File: src/rtl/sat_ctrl.sv
// Saturation controller: clamps a signed sample to a run-time limit, applies limit
// changes on sample boundaries, and drives an anti-windup freeze. Optional: SAT_CTRL_STICKY_EN.
module sat_ctrl #(
  parameter int unsigned RI = 15,
  parameter int unsigned RO = 14,
  parameter int unsigned LW = 4,
  parameter int unsigned HW = 8
) (
  input  logic                 clk,
  input  logic                 rstn,
  input  logic                 in_valid,
  input  logic signed [RI-1:0] in,
  input  logic                 lim_req,
  input  logic [LW-1:0]        lim_val,
  output logic                 lim_busy,
  output logic                 lim_ack,
  input  logic [HW-1:0]        hold_n,
  input  logic [HW-1:0]        rel_n,
  input  logic                 cnt_clr,
  output logic signed [RO-1:0] out,
  output logic                 out_valid,
  output logic                 pos_sat,
  output logic                 neg_sat,
  output logic                 freeze,
  output logic [15:0]          sat_cnt,
  output logic                 pos_stky,
  output logic                 neg_stky
);

  localparam int unsigned XW = RI + 1;
  localparam logic [LW-1:0] LIM_MAX = LW'(RO - 1);
  localparam logic [HW-1:0] CNT_MAX = '1;

  typedef enum logic [1:0] {ST_RUN, ST_ARMED, ST_FREEZE, ST_RECOVER} state_e;

  state_e           state_q, state_d;
  logic [HW-1:0]    cnt_q, cnt_d, cnt_inc;
  logic             freeze_q, freeze_d;
  logic [LW-1:0]    lim_q, lim_d, pend_q, pend_d, lim_cap;
  logic             busy_q, busy_d, ack_q, ack_d;
  logic signed [RO-1:0] out_q;
  logic             ovld_q, pos_q, neg_q;
  logic [15:0]      scnt_q;

  logic [XW-1:0]        pow_x;
  logic signed [XW-1:0] in_x, hi_x, lo_x;
  logic                 pos_c, neg_c, sat_c;
  logic signed [RO-1:0] clamp_c;

  // Limit range is [-2^L, 2^L-1], compared one bit wider than the input
  always_comb begin
    pow_x   = XW'(1) << lim_q;
    hi_x    = $signed(pow_x - XW'(1));
    lo_x    = $signed(-pow_x);
    in_x    = XW'(in);
    pos_c   = in_x > hi_x;
    neg_c   = in_x < lo_x;
    sat_c   = pos_c | neg_c;
    clamp_c = pos_c ? RO'(hi_x) : (neg_c ? RO'(lo_x) : RO'(in));
  end

  assign lim_cap = (lim_val > LIM_MAX) ? LIM_MAX : lim_val;

  // Pending limit is applied by the first sample seen while busy
  always_comb begin
    lim_d  = lim_q;
    pend_d = pend_q;
    busy_d = busy_q;
    ack_d  = 1'b0;
    if (!busy_q && lim_req) begin
      pend_d = lim_cap;
      busy_d = 1'b1;
    end else if (busy_q && in_valid) begin
      lim_d  = pend_q;
      busy_d = 1'b0;
      ack_d  = 1'b1;
    end
  end

  // State register
  always_ff @(posedge clk or negedge rstn) begin
    if (!rstn) begin
      state_q  <= ST_RUN;
      cnt_q    <= '0;
      freeze_q <= 1'b0;
    end else begin
      state_q  <= state_d;
      cnt_q    <= cnt_d;
      freeze_q <= freeze_d;
    end
  end

  assign cnt_inc = (cnt_q == CNT_MAX) ? cnt_q : cnt_q + HW'(1);

  // Next-state: advances only on a sample
  always_comb begin
    state_d = state_q;
    cnt_d   = cnt_q;
    if (in_valid) begin
      unique case (state_q)
        ST_RUN: if (sat_c) begin
          if (hold_n <= HW'(1)) begin state_d = ST_FREEZE; cnt_d = '0; end
          else begin state_d = ST_ARMED; cnt_d = HW'(1); end
        end
        ST_ARMED: if (sat_c) begin
          if (cnt_inc >= hold_n) begin state_d = ST_FREEZE; cnt_d = '0; end
          else cnt_d = cnt_inc;
        end else begin
          state_d = ST_RUN;
          cnt_d   = '0;
        end
        ST_FREEZE: if (!sat_c) begin
          if (rel_n <= HW'(1)) begin state_d = ST_RUN; cnt_d = '0; end
          else begin state_d = ST_RECOVER; cnt_d = HW'(1); end
        end
        ST_RECOVER: if (sat_c) begin
          state_d = ST_FREEZE;
          cnt_d   = '0;
        end else if (cnt_inc >= rel_n) begin
          state_d = ST_RUN;
          cnt_d   = '0;
        end else cnt_d = cnt_inc;
        default: begin state_d = ST_RUN; cnt_d = '0; end
      endcase
    end
  end

  // Output decode, registered alongside the state
  always_comb begin
    freeze_d = (state_d == ST_FREEZE) || (state_d == ST_RECOVER);
  end

  always_ff @(posedge clk or negedge rstn) begin
    if (!rstn) begin
      lim_q  <= LIM_MAX;
      pend_q <= '0;
      busy_q <= 1'b0;
      ack_q  <= 1'b0;
      out_q  <= '0;
      ovld_q <= 1'b0;
      pos_q  <= 1'b0;
      neg_q  <= 1'b0;
      scnt_q <= '0;
    end else begin
      lim_q  <= lim_d;
      pend_q <= pend_d;
      busy_q <= busy_d;
      ack_q  <= ack_d;
      ovld_q <= in_valid;
      if (in_valid) begin
        out_q <= clamp_c;
        pos_q <= pos_c;
        neg_q <= neg_c;
      end
      if (cnt_clr) scnt_q <= '0;
      else if (in_valid && sat_c && scnt_q != 16'hFFFF) scnt_q <= scnt_q + 16'd1;
    end
  end

`ifdef SAT_CTRL_STICKY_EN
  logic pstk_q, nstk_q;
  always_ff @(posedge clk or negedge rstn) begin
    if (!rstn) begin
      pstk_q <= 1'b0;
      nstk_q <= 1'b0;
    end else if (cnt_clr) begin
      pstk_q <= 1'b0;
      nstk_q <= 1'b0;
    end else if (in_valid) begin
      pstk_q <= pstk_q | pos_c;
      nstk_q <= nstk_q | neg_c;
    end
  end
  assign pos_stky = pstk_q;
  assign neg_stky = nstk_q;
`else
  assign pos_stky = 1'b0;
  assign neg_stky = 1'b0;
`endif

  assign lim_busy  = busy_q;
  assign lim_ack   = ack_q;
  assign out       = out_q;
  assign out_valid = ovld_q;
  assign pos_sat   = pos_q;
  assign neg_sat   = neg_q;
  assign freeze    = freeze_q;
  assign sat_cnt   = scnt_q;

endmodule

File: config.mk
export PLATFORM = sky130hd
export DESIGN_NAME = sat_ctrl
export DESIGN_NICKNAME = d
export VERILOG_FILES = /design/src/rtl/sat_ctrl.sv
export SDC_FILE = /design/constraint.sdc
export NUM_CORES = 1
export LEC_CHECK = 0
export ABC_AREA = 1
export BUFFER_PORTS_ARGS = -buffer_cell sky130_fd_sc_hd__buf_2
export CAP_MARGIN = 0
export CORE_MARGIN = 2
export CORE_UTILIZATION = 45
export DETAILED_ROUTE_END_ITERATION = 16
export PLACE_DENSITY = 0.76
export SETUP_SLACK_MARGIN = 0.05
export SLEW_MARGIN = 20
export SYNTH_ARGS = -nofsm -noshare
export SYNTH_HDL_FRONTEND = slang
export SYNTH_SLANG_ARGS = --single-unit
File: constraint.sdc
create_clock -name clk -period 4.7 [get_ports clk]
set_clock_uncertainty 0.2 [all_clocks]
set_input_delay 0.235 -clock clk [delete_from_list [all_inputs] [get_ports clk]]
set_output_delay 0.235 -clock clk [all_outputs]
set_load 0.05 [all_outputs]
==> results of run 1 <==
-- registers in the layout, indices dropped and copies added (netlist names) --
| signal | count |
|---|---|
| out_valid | 1 |
| lim_ack | 1 |
| cnt_q | 8 |
| state_q | 2 |
| pend_q | 4 |
| lim_busy | 1 |
| lim_q | 4 |
| out | 14 |
| neg_sat | 1 |
| sat_cnt | 16 |
| freeze | 1 |
| pos_sat | 1 |
-- cell usage after synthesis (3+ instances only) --
cell      count  area, sq um
nor3_1       13        65.06
nor2_2        3        18.77
buf_2         5        25.02
clkinv_1      3        11.26
nand2_1     165        619.3
buf_4         3        22.52
clkbuf_1      3        11.26
o21ai_1       5        25.02
dfrtp_1      51         1276
nand4_1      16        100.1
a21oi_1      27        135.1
xor2_1       10        87.58
nor4_1        3        18.77
o21ai_2       9        78.83
o31ai_1       4        30.03
nand2_2       5        31.28
o21ai_0      24        120.1
nor2_1       65        244.0
o211ai_1     17        127.6
nand3_1      40        200.2
dfstp_2       3        78.83
ha_1         51        638.1
inv_1        91        341.6
-- metal layers --
layer / wire (um) / share of wire
met1: 5018 / 0.43
met2: 5967 / 0.51
met3: 574 / 0.049
met4: 128 / 0.011
met5: 0 / 0
-- cells by family after synthesis --
group | synth area share
adder cells (fa/ha/maj) | 0.1375
other | 0.001619
XOR/XNOR | 0.02616
flip-flops | 0.2921
buffers and inverters | 0.1027
AND/OR/NAND/NOR | 0.3093
AO/OA/AOI/OAI | 0.1305
-- metrics by stage --
stage          hold WS [ns]  cells  utilization
2_1_floorplan       -0.2606    653            -
3_3_place_gp         0.2101    850       0.5006
3_5_place_dp         0.2227    850       0.5006
4_1_cts             0.01205    863       0.5174
5_1_grt             0.02173    863       0.5174
6_report            0.01537    863       0.5174
-- power groups by stage --
stage                     clock (mW)  sequential (mW)  combinational, mW
after global placement             0            0.656               1.23
after CTS                      0.344            0.651               1.29
final                          0.336            0.653               1.29
after global routing           0.363            0.666               1.44
after detailed placement           0            0.658               1.27
after floorplan                    0            0.869              0.763
-- cell type report --
class / count / share of cell area
multi-input cells: 486 / 0.5342
clock inverters: 2 / 0.007360
inverters: 98 / 0.07123
clock buffers: 6 / 0.01567
repair buffers: 81 / 0.08215
well taps: 136 / 0.03229
flip-flops and latches: 54 / 0.2571
-- worst max-delay path, cell delays in order (launching register included) --
cell	delay, ns
dfstp_2	0.66
nor2_4	0.07
inv_1	0.12
nor2_1	0.08
inv_1	0.10
ha_1	0.18
inv_1	0.07
nor2_2	0.14
o21ai_1	0.12
xnor2_2	0.19
inv_1	0.08
ha_1	0.27
nand2_1	0.06
inv_1	0.05
nand2_1	0.06
a21oi_1	0.06
nor2_1	0.16
nand2_1	0.07
nand2_1	0.07
nand2_2	0.25
inv_4	0.22
nand2_8	0.11
nand2_4	0.17
nand2_2	0.23
nand2_1	0.15
o21ai_2	0.06
-- final timing paths --
check	endpoint	startpoint	slack (ns)	depth (start not counted)
max in group asynchronous	out[12]$_DFFE_PN0P_	rstn	3.46	3
worst min-delay path	pend_q[0]$_DFFE_PN0P_	lim_val[0]	0.02	3
min in group asynchronous	sat_cnt[2]$_DFFE_PN0P_	rstn	0.39	3
worst max-delay path	sat_cnt[14]$_DFFE_PN0P_	lim_q[3]$_DFFE_PN1P_	0.56	25
worst min register to register	pend_q[2]$_DFFE_PN0P_	pend_q[2]$_DFFE_PN0P_	0.29	2
worst max register to register	sat_cnt[14]$_DFFE_PN0P_	lim_q[3]$_DFFE_PN1P_	0.56	25
==> results.json, run 1 <==
{
  "status": "complete, no violations",
  "die-area_sq_um": 11140,
  "syn_area_per_cell_sq_um": 7.127,
  "slew_headroom": 0.5349,
  "vdd_drop_max_v": 0.0002627,
  "grt_max_degree": 55,
  "drcViolationCount": 0,
  "grt_pass1_wl_um": 20600,
  "finalSetupTns_ns": 0,
  "antenna_found_initial": 0,
  "drtIter0Drc": 210,
  "p_sw_mw": 1.146,
  "finalPower_mw": 2.281,
  "finalCritPeriodShare": 0.8806,
  "area_delta_synth_final_pct": 13.59,
  "antenna_left": 0,
  "met2_usage": 0.4023,
  "final_area_sq_um": 5270,
  "track_usage": 0.2223,
  "core_area_sq_um": 10180,
  "cts-hold-fix-buffers": 5,
  "hp-class": "input pin to register",
  "regArea_sq_um": 1355,
  "post_cts_buffers": 0,
  "p_per_area_nw_per_um2": 432.8,
  "hold_viol": 0,
  "final_cell_mix": "nand2_1, inv_1, buf_2",
  "multi_input_area_sq_um": 2815,
  "tightest_slew_ns": 0.6976,
  "cp.required_ns": 4.69,
  "mostFrequentLayoutCell": "nand2_1",
  "cts_tree": "done",
  "cts_buffer_depth": 2,
  "grt_setup_unrepaired": "false",
  "intPower_mw": 1.135,
  "synthArstFlopShare": 1.000,
  "fmax_mhz": 241.6,
  "clk_pin_slew_ns": 0.10,
  "drt_wl_total_um": 11690,
  "syn_inst": 651,
  "place_hpwl_um": 9048,
  "htreeDepth": 2,
  "clk_latency_ns": 0.31,
  "first_global_vias": 4488,
  "switching_share": 0.5026,
  "setup_viol": 0,
  "place_area_sq_um": 5099,
  "ys_types": 49,
  "die_h_um": 105.5,
  "synthFlopType": "dfrtp_1",
  "synth_edf_count": 0,
  "critPathKind": "register to register",
  "place_congestion": 0.9238,
  "p_clk_frac": 0.147,
  "gr-total-overflow": 0,
  "cts_buffers": 5,
  "std_cell_rows": 37,
  "ys_warn_count": 0,
  "cts-root-buf": "clkbuf_8",
  "grt_busiest_layer": "met2",
  "syn_area_sq_um": 4639,
  "max_cap_viol_count": 0,
  "finalMaxSlewViolations": 0,
  "synth_seq_cells": 54,
  "period_needed_ns": 4.139,
  "drive_above_1_share": 0.1651,
  "cp_max_fo": 21,
  "avgRoutedWirePerCell_um": 13.54,
  "end_kind": "register",
  "ctsResizeCount": 0,
  "portBuffers": 75,
  "num_antenna_cells": 0,
  "die_width_um": 105.5,
  "io_pins": 78,
  "fillCellCount": 1056,
  "dp_worst_setup_slack_ns": 0.6177,
  "drt-pass1-iter-count": 5,
  "setup_slack_ns": 0.5614,
  "start_util": 0.4555,
  "use_met3": 0.02226,
  "p_leak_nw": 2.828,
  "startpoint_type": "register",
  "use_met1": 0.2815,
  "vias_per_cell": 5.249,
  "combPwrFrac": 0.566,
  "layout.nets": 817,
  "cts.sinks": 54,
  "ys_seq_area_frac": 0.2921,
  "cp_data_arrival_time_ns": 4.13,
  "sequentialPowerShare": 0.286,
  "vias": 4530
}
Note: power is estimated with default switching activity, not from simulation.
==> run 2, diff against run 1 <==
==> constraint.sdc (replaced) <==
create_clock -name clk -period 4.7 [get_ports clk]
set_clock_uncertainty 0.2 [all_clocks]
set_input_delay 0.94 -clock clk [delete_from_list [all_inputs] [get_ports clk]]
set_output_delay 0.94 -clock clk [all_outputs]
set_load 0.05 [all_outputs]
==> results.json, run 2 (synthesis gave the netlist of run 1 again) <==
{
  "fillCellCount": 1063,
  "ctsResizeCount": 0,
  "place_area_sq_um": 5099,
  "htreeDepth": 2,
  "cts_tree": "done",
  "tightest_slew_ns": 0.6925,
  "finalMaxSlewViolations": 0,
  "max_cap_viol_count": 0,
  "drtIter0Drc": 213,
  "place_hpwl_um": 9048,
  "largest_register_ffs": 16,
  "core_area_sq_um": 10180,
  "first_global_vias": 4478,
  "final_area_sq_um": 5220,
  "startpoint_type": "register",
  "cts-hold-fix-buffers": 0,
  "p_per_area_nw_per_um2": 436.3,
  "mostFrequentLayoutCell": "nand2_1",
  "antenna_found_initial": 0,
  "std_cell_rows": 37,
  "cp.required_ns": 4.69,
  "vias_per_cell": 5.290,
  "p_sw_mw": 1.146,
  "end_kind": "register",
  "cts-root-buf": "clkbuf_8",
  "vdd_drop_max_v": 0.0002625,
  "avgRoutedWirePerCell_um": 13.65,
  "place_congestion": 0.9238,
  "finalSetupTns_ns": 0,
  "die_width_um": 105.5,
  "fmax_mhz": 241.0,
  "clk_pin_slew_ns": 0.10,
  "p_leak_nw": 2.807,
  "switching_share": 0.5031,
  "final_cell_mix": "nand2_1, inv_1, buf_2",
  "antenna_left": 0,
  "start_util": 0.4555,
  "drt-pass1-iter-count": 5,
  "drive_above_1_share": 0.1662,
  "drcViolationCount": 0,
  "drt_wl_total_um": 11710,
  "intPower_mw": 1.132,
  "clk_latency_ns": 0.31,
  "post_cts_buffers": 0,
  "area_delta_synth_final_pct": 12.51,
  "grt_setup_unrepaired": "false",
  "die_h_um": 105.5,
  "grt_pass1_wl_um": 20530,
  "period_needed_ns": 4.149,
  "critPathKind": "register to register",
  "num_antenna_cells": 0,
  "cts_buffer_depth": 2,
  "grt_max_degree": 55,
  "sequentialPowerShare": 0.287,
  "portBuffers": 75,
  "p_clk_frac": 0.148,
  "cp_data_arrival_time_ns": 4.14,
  "finalCritPeriodShare": 0.8828,
  "io_pins": 78,
  "die-area_sq_um": 11140,
  "vias": 4539,
  "hold_viol": 0,
  "combPwrFrac": 0.565,
  "setup_viol": 0,
  "cts_buffers": 5,
  "finalPower_mw": 2.277,
  "slew_headroom": 0.5383,
  "hp-class": "register to register",
  "multi_input_area_sq_um": 2815,
  "gr-total-overflow": 0,
  "final_cells": 858,
  "cts.sinks": 54,
  "status": "complete, no violations",
  "regArea_sq_um": 1355,
  "layout.nets": 812,
  "track_usage": 0.2216,
  "cp_max_fo": 21,
  "whs_ns": 0.2883,
  "dp.cells": 850
}
-- run 2: cell types whose count changed in the layout (fill, tap and decap cells not counted) --
cell           before  now
dlygate4sd3_1       5    0
-- run 2: power groups by stage --
stage	registers [mW]	logic (mW)	clock network (mW)
4_1_cts	0.651	1.28	0.344
6_report	0.653	1.29	0.337
2_1_floorplan	0.869	0.763	0
5_1_grt	0.666	1.44	0.363
3_5_place_dp	0.658	1.27	0
3_3_place_gp	0.656	1.23	0
-- run 2: cell type report --
type	count	area share
clock buffer	6	0.01582
clock inverter	2	0.007430
inverter	98	0.07191
multi-input combinational	486	0.5393
sequential	54	0.2596
tap	136	0.03260
timing repair buffer	76	0.07335
-- run 2: final timing paths --
check                                      startpoint                      end  slack, ns  depth (start not counted)
worst max register to register   lim_q[3]$_DFFE_PN1P_  sat_cnt[14]$_DFFE_PN0P_       0.55                         25
worst min register to register  pend_q[2]$_DFFE_PN0P_    pend_q[2]$_DFFE_PN0P_       0.29                          2
worst max-delay path             lim_q[3]$_DFFE_PN1P_  sat_cnt[14]$_DFFE_PN0P_       0.55                         25
max in group asynchronous                        rstn      out[12]$_DFFE_PN0P_       3.30                          2
worst min-delay path            pend_q[2]$_DFFE_PN0P_    pend_q[2]$_DFFE_PN0P_       0.29                          2
min in group asynchronous                        rstn     cnt_q[6]$_DFFE_PN0P_       0.55                          2
-- run 2: layer usage --
layer	vias to the layer above	track usage	wire, um
li1	2267	-	-
met1	2125	0.2803	5003
met2	137	0.4014	6020
met3	10	0.02226	569
met4	0	0.06015	116
met5	-	0	0
-- run 2: critical path: stages, from the launching register on --
cell	delay, ns
dfstp_2	0.66
nor2_4	0.08
inv_1	0.12
nor2_1	0.08
inv_1	0.10
ha_1	0.18
inv_1	0.07
nor2_2	0.14
o21ai_1	0.12
xnor2_2	0.19
inv_1	0.08
ha_1	0.27
nand2_1	0.06
inv_1	0.05
nand2_1	0.06
a21oi_1	0.06
nor2_1	0.16
nand2_1	0.07
nand2_1	0.07
nand2_2	0.26
inv_4	0.22
nand2_8	0.11
nand2_4	0.17
nand2_2	0.23
nand2_1	0.15
o21ai_2	0.06
-- run 2: metrics by stage --
| step | util | setup slack, ns |
|---|---|---|
| after floorplan | - | 1.366 |
| after global placement | 0.5006 | 0.7391 |
| after detailed placement | 0.5006 | 0.6177 |
| after CTS | 0.5125 | 0.5625 |
| after global routing | 0.5125 | 0.1082 |
| final | 0.5125 | 0.5511 |
==> run 3, diff against run 2 <==
ABC_AREA = default   (was 1)
PLACE_DENSITY = 0.77   (was 0.76)
==> results.json, run 3 <==
{
  "status": "complete, no violations",
  "die_h_um": 101.3,
  "vdd_drop_max_v": 0.0003187,
  "startpoint_type": "register",
  "max_cap_viol_count": 0,
  "vias": 3696,
  "clk_pin_slew_ns": 0.10,
  "cp.required_ns": 4.73,
  "mostFrequentLayoutCell": "buf_2",
  "io_pins": 78,
  "period_needed_ns": 4.474,
  "drt-pass1-iter-count": 4,
  "yosys-top-cells-count": "dfrtp_1, ha_1, nor2_1",
  "die-area_sq_um": 10270,
  "fillCellCount": 830,
  "p_leak_nw": 2.425,
  "cts_buffers": 5,
  "crit_top_cell": "a21o_1",
  "hp-class": "input pin to asynchronous set/reset pin",
  "cts.sinks": 54,
  "drcViolationCount": 0,
  "tightest_slew_ns": 0.7907,
  "drive_above_1_share": 0.2645,
  "finalMaxSlewViolations": 0,
  "drtIter0Drc": 141,
  "synth_top_area_share": 0.2994,
  "intPower_mw": 1.315,
  "final_area_sq_um": 4961,
  "gr-total-overflow": 0,
  "num_antenna_cells": 0,
  "final_cell_mix": "buf_2, dfrtp_1, ha_1",
  "grt_pass1_wl_um": 16340,
  "track_usage": 0.1953,
  "p_clk_frac": 0.125,
  "ys_types": 61,
  "place_hpwl_um": 7709,
  "synthArstFlopShare": 1.000,
  "cts_buffer_depth": 2,
  "first_global_vias": 3530,
  "syn_inst": 474,
  "synth_seq_cells": 54,
  "setup_viol": 0,
  "area_delta_synth_final_pct": 16.38,
  "regArea_sq_um": 1355,
  "grt_setup_unrepaired": "false",
  "hold_viol": 0,
  "htreeDepth": 2,
  "die_width_um": 101.3,
  "final_cells": 663,
  "worstPathCellList": "or2_2 -> nor2_4 -> inv_1 -> ha_4 -> nor4b_2 -> nor2_1 -> o22a_1 -> ha_1 -> nand4_1 -> or3_1 -> a21o_1 -> a21o_1 -> a31oi_4 -> mux2_4 -> or4_1 -> o2bb2ai_1",
  "max_stage_delay_ns": 0.41,
  "antenna_left": 0,
  "place_area_sq_um": 4731,
  "grt_max_degree": 45,
  "critPathBufInv": 1,
  "place_congestion": 0.9154,
  "critPathKind": "register to register",
  "combPwrFrac": 0.599,
  "finalCritPeriodShare": 0.9519,
  "sequentialPowerShare": 0.276,
  "synth_edf_count": 0,
  "antenna_found_initial": 0,
  "switching_share": 0.4604,
  "end_kind": "register",
  "start_util": 0.4635,
  "final_core_util": 0.5395,
  "path_delay_family": "simple AND/OR/NAND/NOR gates",
  "portBuffers": 75,
  "syn_area_per_cell_sq_um": 8.993,
  "p_sw_mw": 1.122,
  "vias_per_cell": 5.575,
  "p_per_area_nw_per_um2": 491.1,
  "cp_data_arrival_time_ns": 4.50,
  "fmax_mhz": 223.5,
  "yosys-top-cells-area": "dfrtp_1, ha_1, mux2_2, nor2_1, a21oi_1",
  "cpMaxStageDelayCell": "dfstp_2",
  "multi_input_area_sq_um": 2703,
  "core_area_sq_um": 9196,
  "ys_warn_count": 0,
  "largest_register_ffs": 16,
  "drt_wl_total_um": 10080,
  "cp_max_fo": 8,
  "whs_ns": 0.2900,
  "synthFlopType": "dfrtp_1",
  "avgRoutedWirePerCell_um": 15.20,
  "slew_headroom": 0.4660,
  "clk_latency_ns": 0.30,
  "syn_area_sq_um": 4263,
  "cts_tree": "done",
  "dp.cells": 645,
  "std_cell_rows": 35,
  "layout.nets": 642,
  "cts-root-buf": "clkbuf_8",
  "synth_top_area_cell": "dfrtp_1",
  "ys_seq_area_frac": 0.3179
}
-- run 3: final cells by class --
cell class              count  area share
flip-flops and latches     54      0.2731
clock buffers               7     0.01538
well taps                 111     0.02799
repair buffers             93      0.1054
clock inverters             1    0.006053
inverters                  36     0.02724
multi-input cells         361      0.5448
-- run 3: kinds of logic (layout without fill, tap and decap cells) --
group / count (synthesis) / count (layout) / share of synthesized area
muxes: 29 / 29 / 0.08248
other: 2 / 4 / 0.001762
and+or+nand+nor: 154 / 154 / 0.1805
AOI/OAI and AO/OA: 102 / 102 / 0.1614
buffers and inverters: 61 / 137 / 0.06134
DFF: 54 / 54 / 0.3179
adders and majority gates: 51 / 51 / 0.1497
xor gates and xnor gates: 21 / 21 / 0.04491
-- run 3: repair_timing --
| item | in CTS | in global routing |
|---|---|---|
| hold buffers | 0 | 0 |
| pin swaps | 1 | 3 |
| endpoints found under the setup margin | 3 | 38 |
| setup buffers | 0 | 10 |
| resized for setup | 1 | 8 |
-- run 3: worst reg2reg max path, cell delays in order (launching register included) --
cell and delay (ns):
dfstp_2 0.41, or2_2 0.36, nor2_4 0.15, inv_1 0.10
ha_4 0.21, nor4b_2 0.30, nor2_1 0.07, o22a_1 0.23
ha_1 0.31, nand4_1 0.12, or3_1 0.36, a21o_1 0.17
a21o_1 0.21, a31oi_4 0.29, mux2_4 0.38, or4_1 0.41
o2bb2ai_1 0.14
-- run 3: routing by layer --
metal	up-vias	global-route usage	share of wire
met1	1756	0.2635	0.47
met2	96	0.3265	0.47
met5	-	0	0
met4	0	0.05094	0.015
met3	14	0.03313	0.044
li1	1830	-	-
-- run 3: power by group through the flow --
stage	logic, mW	clock network, mW	registers (mW)
floorplan	0.826	0	0.885
global placement	1.30	0	0.688
detailed placement	1.34	0	0.695
CTS	1.35	0.312	0.686
global route	1.62	0.327	0.688
finish	1.46	0.304	0.673
-- run 3: path summary, 6_finish.rpt --
check / from / to / slack, ns / depth (start not counted)
hold / removal: rstn / out[9]$_DFFE_PN0P_ / 0.29 / 1
max in group asynchronous: rstn / pend_q[0]$_DFFE_PN0P_ / 3.17 / 2
min in group clk: pend_q[0]$_DFFE_PN0P_ / pend_q[0]$_DFFE_PN0P_ / 0.30 / 2
setup / recovery: lim_q[0]$_DFFE_PN1P_ / cnt_q[3]$_DFFE_PN0P_ / 0.23 / 16
setup reg to reg: lim_q[0]$_DFFE_PN1P_ / cnt_q[3]$_DFFE_PN0P_ / 0.23 / 16
hold reg to reg: pend_q[0]$_DFFE_PN0P_ / pend_q[0]$_DFFE_PN0P_ / 0.30 / 2
-- run 3: per-stage QoR --
stage	TNS, ns	worst slack (ns)	total power [mW]
2_1_floorplan	0	0.09316	1.711
3_3_place_gp	0	0.1580	1.991
3_5_place_dp	-0.01326	-0.01326	2.031
4_1_cts	0	0.06366	2.344
5_1_grt	0	0.01060	2.632
6_report	0	0.2261	2.436
